<file path="config.mk">
export PLATFORM = sky130hd
export DESIGN_NAME = gpio_bank
export DESIGN_NICKNAME = d
export VERILOG_FILES = /design/src/rtl/gpio_bank.sv
export SDC_FILE = /design/constraint.sdc
export NUM_CORES = 1
export LEC_CHECK = 0
export BUFFER_PORTS_ARGS = -buffer_cell sky130_fd_sc_hd__buf_2
export CORE_UTILIZATION = 52
export DETAILED_ROUTE_END_ITERATION = 10
export PLACE_DENSITY = 0.75
export SYNTH_ARGS = -nofsm -noshare
export SYNTH_HDL_FRONTEND = slang
export SYNTH_SLANG_ARGS = --single-unit
</file>
<file path="constraint.sdc">
create_clock -name clk -period 24.8 [get_ports clk]
set_clock_uncertainty 0.05 [all_clocks]
set_input_delay 1.24 -clock clk [delete_from_list [all_inputs] [get_ports clk]]
set_output_delay 1.24 -clock clk [all_outputs]
set_load 0.005 [all_outputs]
</file>
<file path="src/rtl/gpio_bank.sv">
// gpio_bank: NCH channels of DW-bit registered outputs and synchronised inputs,
// with per-bit edge-detect interrupts, sticky w1c status and one combined IRQ.
module gpio_bank #(
    parameter int unsigned NCH  = 4,
    parameter int unsigned DW   = 32,
    parameter int unsigned EDGE = 0,
    parameter int unsigned AW   = $clog2(NCH) + 2
) (
    input  logic              clk,
    input  logic              reset,
    input  logic              cs,
    input  logic              we,
    input  logic [AW-1:0]     addr,
    input  logic [DW-1:0]     wdata,
    output logic [DW-1:0]     rdata,
    input  logic [NCH*DW-1:0] gp_in,
    output logic [NCH*DW-1:0] gp_out,
    output logic              irq
);

    localparam int unsigned BW = NCH * DW;

    localparam logic [1:0] SEL_OUT  = 2'd0;
    localparam logic [1:0] SEL_IN   = 2'd1;
    localparam logic [1:0] SEL_IEN  = 2'd2;
    localparam logic [1:0] SEL_STAT = 2'd3;

    logic [BW-1:0] s1_q;
    logic [BW-1:0] s2_q;
    logic [BW-1:0] s3_q;
    logic [BW-1:0] out_q;
    logic [BW-1:0] out_d;
    logic [BW-1:0] ien_q;
    logic [BW-1:0] ien_d;
    logic [BW-1:0] stat_q;
    logic [BW-1:0] stat_d;
    logic [BW-1:0] clr;
    logic [BW-1:0] edge_vec;
    logic [DW-1:0] rdata_q;
    logic [DW-1:0] rdata_d;
    logic          irq_q;
    logic          irq_d;
    logic [1:0]    sel;
    logic [AW-1:0] ch_idx;

    assign sel    = addr[1:0];
    assign ch_idx = addr >> 2;

    // s3 is only the previous sample of s2; edges are judged on the settled pair
    generate
        if (EDGE == 0) begin : g_rise
            assign edge_vec = s2_q & ~s3_q;
        end else if (EDGE == 1) begin : g_fall
            assign edge_vec = ~s2_q & s3_q;
        end else begin : g_both
            assign edge_vec = s2_q ^ s3_q;
        end
    endgenerate

    // Register port decode; channel indices beyond NCH match no slot
    always_comb begin
        out_d   = out_q;
        ien_d   = ien_q;
        clr     = '0;
        rdata_d = rdata_q;
        if (cs && !we) begin
            rdata_d = '0;
        end
        for (int unsigned n = 0; n < NCH; n++) begin
            if (cs && (ch_idx == AW'(n))) begin
                if (we) begin
                    case (sel)
                        SEL_OUT:  out_d[n*DW +: DW] = wdata;
                        SEL_IEN:  ien_d[n*DW +: DW] = wdata;
                        SEL_STAT: clr[n*DW +: DW]   = wdata;
                        default:  ;
                    endcase
                end else begin
                    case (sel)
                        SEL_OUT: rdata_d = out_q[n*DW +: DW];
                        SEL_IN:  rdata_d = s2_q[n*DW +: DW];
                        SEL_IEN: rdata_d = ien_q[n*DW +: DW];
                        default: rdata_d = stat_q[n*DW +: DW];
                    endcase
                end
            end
        end
        // A fresh edge outranks a same-cycle clear of that bit
        stat_d = (stat_q & ~clr) | (edge_vec & ien_q);
        irq_d  = |stat_q;
    end

    always_ff @(posedge clk or posedge reset) begin
        if (reset) begin
            s1_q    <= '0;
            s2_q    <= '0;
            s3_q    <= '0;
            out_q   <= '0;
            ien_q   <= '0;
            stat_q  <= '0;
            rdata_q <= '0;
            irq_q   <= 1'b0;
        end else begin
            s1_q    <= gp_in;
            s2_q    <= s1_q;
            s3_q    <= s2_q;
            out_q   <= out_d;
            ien_q   <= ien_d;
            stat_q  <= stat_d;
            rdata_q <= rdata_d;
            irq_q   <= irq_d;
        end
    end

    assign gp_out = out_q;
    assign rdata  = rdata_q;
    assign irq    = irq_q;

endmodule

</file>
==> results.toml, run 1 <==
[job]
maxCapViolCount = 0

[finish]
antenna_cells = 0
drive_gt1_share_pct = 38.2
fillers = 4104
final_cell_mix = "dfrtp_1 (801), buf_2 (325), mux2_2 (258), o21ai_0 (256), nand2_1 (162)"
area_growth_pct = 16.5
utilization_pct = 61.3
layout.cells.most_common = "dfrtp_1"
fin_nets = 2425

[power]
sw_frac_of_total_pct = 25.2
p_leak_nw = 15.1
seq_power_share_pct = 50.9
p_per_area_nw_per_um2 = 90.7
power.share.clock_pct = 37.3
p_int_mw = 2.35
power.switching_uw = 792
comb_power_share_pct = 11.8
peakVddDrop_uv = 56.7

[setup_path]
rr_endpoint = "irq"
crit_required_ns = 25.35
arrival_ns = 4.96
path_class = "in2async"
r2r_cells = 4
r2r_start = "stat_q[74]"
setup.worst_path.start = "reset"
crit_path_end = "gp_out[105]"
crit_fanout = 219
end_kind = "async pin"
cp-start-kind = "input port"
regToRegSetupSlack_ns = 21.95

[synth]
syn_area_um2 = 29700
postSynthAreaPerCell_um2 = 15.5
synthFlopType = "dfrtp_1"
synth_edf_count = 0
async_flop_share_pct = 100
synth_cell_types = 29
synth-seq-cells = 801
syn-num-nets = 2086
yosys_warnings = 0
synthCells = 1918
ys_seq_area_share_pct = 67.4

[clock_tree]
post_cts_resized = 0
post-cts-setup-buffers = 0
cts_buffers = 79
clkTransAtPathRegs_ns = 0.06
clock_latency_ns = 0.63
clockBufferDepth = 3
clock_sinks = 801
cts_hold_buf = 0
tritoncts = "done"
cts_max_level = 3
cts_root_buffer = "clkbuf_16"

[timing]
max_slew_margin_pct = 19.5
min_period_ns = 4.42
slew_viol_final = 0
fin_crit_sh_pct = 17.8
worstMarginPinSlew_ns = 1.21
rsz0062_at_grt = "false"
hold_viol = 0
setup_tns_ns = 0
max_freq_mhz = 226
finalSetupViolCount = 0

[place]
routabilityCongestion = 0.868
port_buffers = 328
place_hpwl_um = 51100

[hold_path]
hold_class = "reg2reg"
hold_depth = 0

[route]
ant_nets = 0
initialDrtViolationCount = 1893
drc = 0
detail_route.first_pass.iterations = 5
routedWlPerCell_um = 26.3
vias_per_cell = 6.05
vias = 18600
drt-total-wl_um = 80800

[grt]
grt_pass1_wl_um = 121000
grt_pass1_vias = 19300
grt_max_degree = 220
antenna_found_initial = 5
grt_usage_pct = 28.6
grt_overflow = 0

[die]
die_h_um = 241
die_area_um2 = 58100
row_count = 87
core_um2 = 56500
die_w_um = 241
start_util_pct = 52.6
ios = 329

[run_status]
status = "complete, no violations"
## how the worst min path moves through the flow
stage,from,slack [ns],end
floorplan,s1_q[0],0.28,s2_q[0]
global placement,s1_q[98],0.28,s2_q[98]
detailed placement,s1_q[110],0.28,s2_q[110]
CTS,s1_q[42],0.29,s2_q[42]
global route,s1_q[42],0.29,s2_q[42]
finish,s1_q[42],0.29,s2_q[42]
## state kept, by name, indices dropped and copies added (netlist names)
signal,cells
s2_q,128
rdata,32
gp_out,128
stat_q,128
irq,1
ien_q,128
s1_q,128
s3_q,128
## worst max-delay path: stages
cell and delay, ns:
buf_2 0.13, inv_8 0.63, buf_4 0.84, buf_12 0.84
buf_4 0.94
## kinds of logic (layout without fill, tap and decap cells)
kind of cell | after synthesis | after routing | synth area share, %
flip-flops | 801 | 801 | 67.4
multiplexers | 422 | 422 | 20.9
AO/OA/AOI/OAI | 320 | 320 | 5.76
AND/OR/NAND/NOR | 278 | 278 | 4.23
buffers and inverters | 97 | 492 | 1.71
## layout make-up
type / instances / area [µm²] / share of cell area, %
timing repair buffer: 353 / 1860 / 5.37
multi-input combinational: 1020 / 9240 / 26.7
inverter: 2 / 15.0 / 0.0433
sequential: 801 / 20000 / 57.9
clock buffer: 115 / 2320 / 6.71
tap: 756 / 946 / 2.73
clock inverter: 22 / 220 / 0.636
## Yosys cell counts (20+ instances only)
cell / number / area, µm²
nand2_1: 163 / 612
nor2_1: 30 / 113
mux2_1: 20 / 225
a211oi_1: 26 / 195
buf_2: 44 / 220
o22ai_1: 31 / 194
mux4_2: 127 / 2860
nor4_1: 34 / 213
clkbuf_1: 35 / 131
mux2_2: 258 / 2910
dfrtp_1: 801 / 20000
o21ai_0: 256 / 1280
nor2b_1: 27 / 169
## power by group through the flow
stage,sequential [mW],clock (mW),combinational (mW)
after global placement,1.61,0,0.357
after detailed placement,1.62,0,0.370
after global routing,1.61,1.24,0.407
after floorplan,1.57,0,0.239
after CTS,1.60,1.19,0.374
final,1.60,1.17,0.370
## layer usage
metal / vias to the layer above / global-route usage [%] / part of all wire [%]
li1: 7665 / - / -
met1: 9792 / 39.6 / 40
met2: 907 / 43.6 / 47
met3: 207 / 7.30 / 8.5
met4: 10 / 11.4 / 3.9
met5: - / 0 / 0.077
## stage by stage
step | total power, mW | worst slack, ns | instances | hold slack, ns | instance area (µm²)
3_5_place_dp | 1.99 | 19.64 | 2932 | 0.285 | 32100
2_1_floorplan | 1.81 | 1.02 | 1918 | 0.281 | 29700
4_1_cts | 3.16 | 20.30 | 3069 | 0.294 | 34600
5_1_grt | 3.26 | 19.78 | 3069 | 0.294 | 34600
3_3_place_gp | 1.96 | 19.80 | 2932 | 0.282 | 32100
6_report | 3.14 | 20.38 | 3069 | 0.294 | 34600
No activity file was read; power rests on OpenSTA's default activity.
==> run 2: changes to the inputs <==
CORE_UTILIZATION = 58   (was 52)
PLACE_DENSITY = 0.79   (was 0.75)
clock period = 4.4 ns   (was 24.8 ns; I/O delays follow)
==> results.toml, run 2 (synthesis results as in run 1) <==
[timing]
hold_viol = 0
max_freq_mhz = 327
max_slew_margin_pct = 5.11
fin_crit_sh_pct = 69.5
finalSetupViolCount = 0
slew_viol_final = 0
rsz0062_at_grt = "false"
setup_tns_ns = 0
min_period_ns = 3.06
worstMarginPinSlew_ns = 1.42

[route]
ant_nets = 0
drt-total-wl_um = 86100
initialDrtViolationCount = 2106
vias_per_cell = 6.27
routedWlPerCell_um = 27.2
drc = 0
detail_route.first_pass.iterations = 6
vias = 19800

[grt]
grt_max_degree = 112
grt_overflow = 0
antenna_found_initial = 5
grt_pass1_wl_um = 132000
grt_usage_pct = 34.0
grt_pass1_vias = 21400

[die]
core_um2 = 50400
row_count = 82
ios = 329
die_area_um2 = 52200
start_util_pct = 59.0
die_h_um = 228
die_w_um = 228

[clock_tree]
clockBufferDepth = 3
clock_sinks = 801
clkTransAtPathRegs_ns = 0.07
clock_latency_ns = 0.64
cts_root_buffer = "clkbuf_16"
tritoncts = "done"
cts_max_level = 3
post-cts-setup-buffers = 0
cts_buffers = 79
post_cts_resized = 0

[setup_path]
cp-start-kind = "input port"
rr_endpoint = "irq"
r2r_cells = 4
crit_required_ns = 4.88
arrival_ns = 3.54
end_kind = "flip-flop"
regToRegSetupSlack_ns = 1.88
crit_path_end = "ien_q[4]"
crit_fanout = 18
path_class = "in2reg"
setup.worst_path.start = "addr[3]"
r2r_start = "stat_q[74]"

[finish]
fillers = 2953
final_area_um2 = 36600
multi_input_area_um2 = 9240
layout.cells.most_common = "dfrtp_1"
area_growth_pct = 23.2
drive_gt1_share_pct = 36.4
final_cell_mix = "dfrtp_1 (801), buf_2 (325), mux2_2 (258), o21ai_0 (256)"
register_area_um2 = 20000
fin_nets = 2596

[job]
maxCapViolCount = 0

[place]
place_hpwl_um = 51500
placement.cell_area_um2 = 32100
routabilityCongestion = 0.895
port_buffers = 328

[power]
p_leak_nw = 16.0
p_per_area_nw_per_um2 = 510
peakVddDrop_uv = 367

[hold_path]
hold_start = "gp_in[66]"
hold_class = "in2reg"

[run_status]
status = "complete, no violations"
[run 2: cell count changes in the layout (fill, tap and decap cells not counted), sizes merged]
cell / previous run / this run
buf: 352 / 361
clkbuf: 116 / 119
clkinv: 16 / 12
diode: 0 / 2
inv: 3 / 5
dlygate4sd3: 0 / 162
bufinv: 3 / 10
[run 2: final cells by class]
| type | count | share of cell area (%) |
|---|---|---|
| multi-input cells | 1020 | 25.2 |
| well taps | 672 | 2.29 |
| diodes | 2 | 0.0137 |
| inverters | 2 | 0.0307 |
| clock inverters | 27 | 1.25 |
| clock buffers | 118 | 6.62 |
| flip-flops and latches | 801 | 54.7 |
| repair buffers | 524 | 9.89 |
[run 2: what timing repair did]
action / CTS / global route
hold buffers: 162 / 0
endpoints found under the hold margin: 422 / 0
endpoints found under the setup margin: 0 / 0
[run 2: how the worst min path moves through the flow]
stage	to	slack [ns]	depth (start not counted)
3_5_place_dp	s1_q[103]	0.28	1
6_report	s1_q[66]	0.16	2
3_3_place_gp	s1_q[97]	0.28	1
5_1_grt	s1_q[66]	0.14	2
4_1_cts	s1_q[103]	0.14	2
2_1_floorplan	s1_q[0]	0.20	0
[run 2: worst max-delay path: stages]
cell,delay (ns)
dlygate4sd3_1,0.53
buf_2,0.25
or3b_2,0.80
buf_4,0.35
nor2_4,0.55
buf_4,0.41
mux2_2,0.38
[run 2: layer usage]
layer | GRT usage (%) | up-vias | wire [µm]
li1 | - | 8009 | -
met1 | 45.1 | 10300 | 32600
met2 | 53.6 | 1257 | 41400
met3 | 8.65 | 259 | 8040
met4 | 15.3 | 6 | 3990
met5 | 0 | - | 45
[run 2: through the flow]
| step | utilization (%) | hold WS, ns | power [mW] | setup slack (ns) | std cells |
|---|---|---|---|---|---|
| after global placement | 63.8 | 0.277 | 11.1 | 1.27 | 2857 |
| after detailed placement | 63.8 | 0.279 | 11.2 | 1.22 | 2857 |
| after CTS | 72.7 | 0.137 | 18.6 | 1.44 | 3164 |
| after global routing | 72.7 | 0.142 | 19.3 | 1.31 | 3165 |
| final | 72.7 | 0.158 | 18.7 | 1.34 | 3166 |
| after floorplan | - | 0.201 | 10.2 | -6.86 | 1918 |
[run 2: power by group]
part | leakage [nW] | switching (mW) | total [mW] | internal [mW]
clock | 1.42 | 2.93 | 7.35 | 4.43
combinational | 5.22 | 0.994 | 2.26 | 1.27
sequential | 9.34 | 0.829 | 9.07 | 8.24
==> run 3: changes to the inputs <==
clock period = 3.1 ns   (was 4.4 ns; I/O delays follow)
==> results.toml, run 3 (synthesis results as in run 1) <==
[grt]
grt_util_met1_pct = 46.0
grt_max_degree = 136
met3_usage_pct = 8.37
grtUsageMet2_pct = 52.3
grt_usage_pct = 33.9
antenna_found_initial = 7
grt-busiest-layer = "met2"
grt_pass1_wl_um = 131000
grt_pass1_vias = 21200
grt_overflow = 0

[setup_path]
cp-start-kind = "flip-flop"
setup.worst_path.start = "stat_q[74]"
crit_required_ns = 3.55
path_class = "reg2reg"
arrival_ns = 2.99
r2r_start = "stat_q[74]"
end_kind = "flip-flop"
crit_fanout = 3

[place]
placement.cell_area_um2 = 32400
pre_cts_ws_ns = 0.723
port_buffers = 328
place_hpwl_um = 52200
routabilityCongestion = 0.880
place_inst = 2875

[timing]
max_slew_margin_pct = 28.0
fin_crit_sh_pct = 81.9
worstMarginPinSlew_ns = 1.07
min_period_ns = 2.54
finalSetupViolCount = 0
setup_slack_ns = 0.561
max_freq_mhz = 394
rsz0062_at_grt = "false"
slew_viol_final = 0
hold_viol = 0

[run_status]
status = "complete, no violations"

[die]
ios = 329
row_count = 82
die_area_um2 = 52200
core_um2 = 50400
start_util_pct = 59.0
die_w_um = 228
die_h_um = 228

[hold_path]
hold_class = "in2reg"
hold_start = "gp_in[74]"

[finish]
final_area_um2 = 36600
utilization_pct = 72.6
layout.cells.most_common = "dfrtp_1"
area_growth_pct = 23.1
stdcell_count = 3181
final_cell_mix = "dfrtp_1 (801), buf_2 (325), mux2_2 (258), o21ai_0 (256), dlygate4sd3_1 (166)"
drive_gt1_share_pct = 36.4
fin_nets = 2618
fillers = 2983

[power]
comb_power_share_pct = 12.7
p_leak_nw = 16.0
sw_frac_of_total_pct = 25.7
total_power_mw = 25.6
peakVddDrop_uv = 528
power.switching_mw = 6.59
seq_power_share_pct = 50.0
p_int_mw = 19.0
p_per_area_nw_per_um2 = 700
power.share.clock_pct = 37.3

[route]
detail_route.first_pass.iterations = 5
ant_nets = 0
drt-total-wl_um = 85700
routedWlPerCell_um = 26.9
vias_per_cell = 6.27
vias = 19900
drc = 0
initialDrtViolationCount = 2394

[clock_tree]
post-cts-setup-buffers = 0
clkTransAtPathRegs_ns = 0.06
clockBufferDepth = 3
cts_hold_buf = 166
post_cts_resized = 0
cts_root_buffer = "clkbuf_16"
clock_sinks = 801
cts_buffers = 79
clock_latency_ns = 0.64
tritoncts = "done"
cts_max_level = 3

[job]
maxCapViolCount = 0
## run 3: layer usage
layer | routed length (µm) | vias to the layer above
met4 | 4290 | 8
met1 | 32600 | 10400
met2 | 40700 | 1211
met5 | 47 | -
li1 | - | 8065
met3 | 8030 | 287
## run 3: through the flow
step / hold slack [ns] / TNS, ns
after global placement: 0.212 / 0
after detailed placement: 0.214 / 0
after floorplan: 0.136 / -6487.87
after global routing: 0.0871 / 0
final: 0.103 / 0
after CTS: 0.0827 / 0
## run 3: layout make-up
cell class | instances | area (µm²) | area share [%]
Clock inverter | 27 | 324 | 0.885
Multi-Input combinational cell | 1020 | 9240 | 25.2
Antenna cell | 3 | 7.51 | 0.0205
Inverter | 2 | 11.3 | 0.0308
Timing Repair Buffer | 546 | 3890 | 10.6
Clock buffer | 110 | 2240 | 6.13
Sequential cell | 801 | 20000 | 54.8
Tap cell | 672 | 841 | 2.30
## run 3: worst paths after layout
| check | end | slack [ns] | depth (start not counted) |
|---|---|---|---|
| setup / recovery | irq | 0.56 | 5 |
| hold / removal | s1_q[74] | 0.10 | 2 |
| setup reg to reg | irq | 0.56 | 5 |
| hold reg to reg | s2_q[28] | 0.29 | 0 |
| max in group asynchronous | s1_q[91] | 1.75 | 4 |
| min in group asynchronous | s1_q[31] | 0.11 | 3 |
## run 3: power groups by stage
stage | Combinational (mW) | Clock [mW] | Sequential (mW)
2_1_floorplan | 1.92 | 0 | 12.5
3_3_place_gp | 2.88 | 0 | 12.8
3_5_place_dp | 3.00 | 0 | 12.9
4_1_cts | 3.22 | 9.62 | 12.8
5_1_grt | 3.51 | 10.1 | 12.9
6_report | 3.24 | 9.55 | 12.8
## run 3: critical path: stages, from the launching register on
cell     delay [ns]
dfrtp_1        0.40
nor4_1         0.92
nand4_1        0.49
nor4_1         0.34
buf_4          0.16
nand2_1        0.04
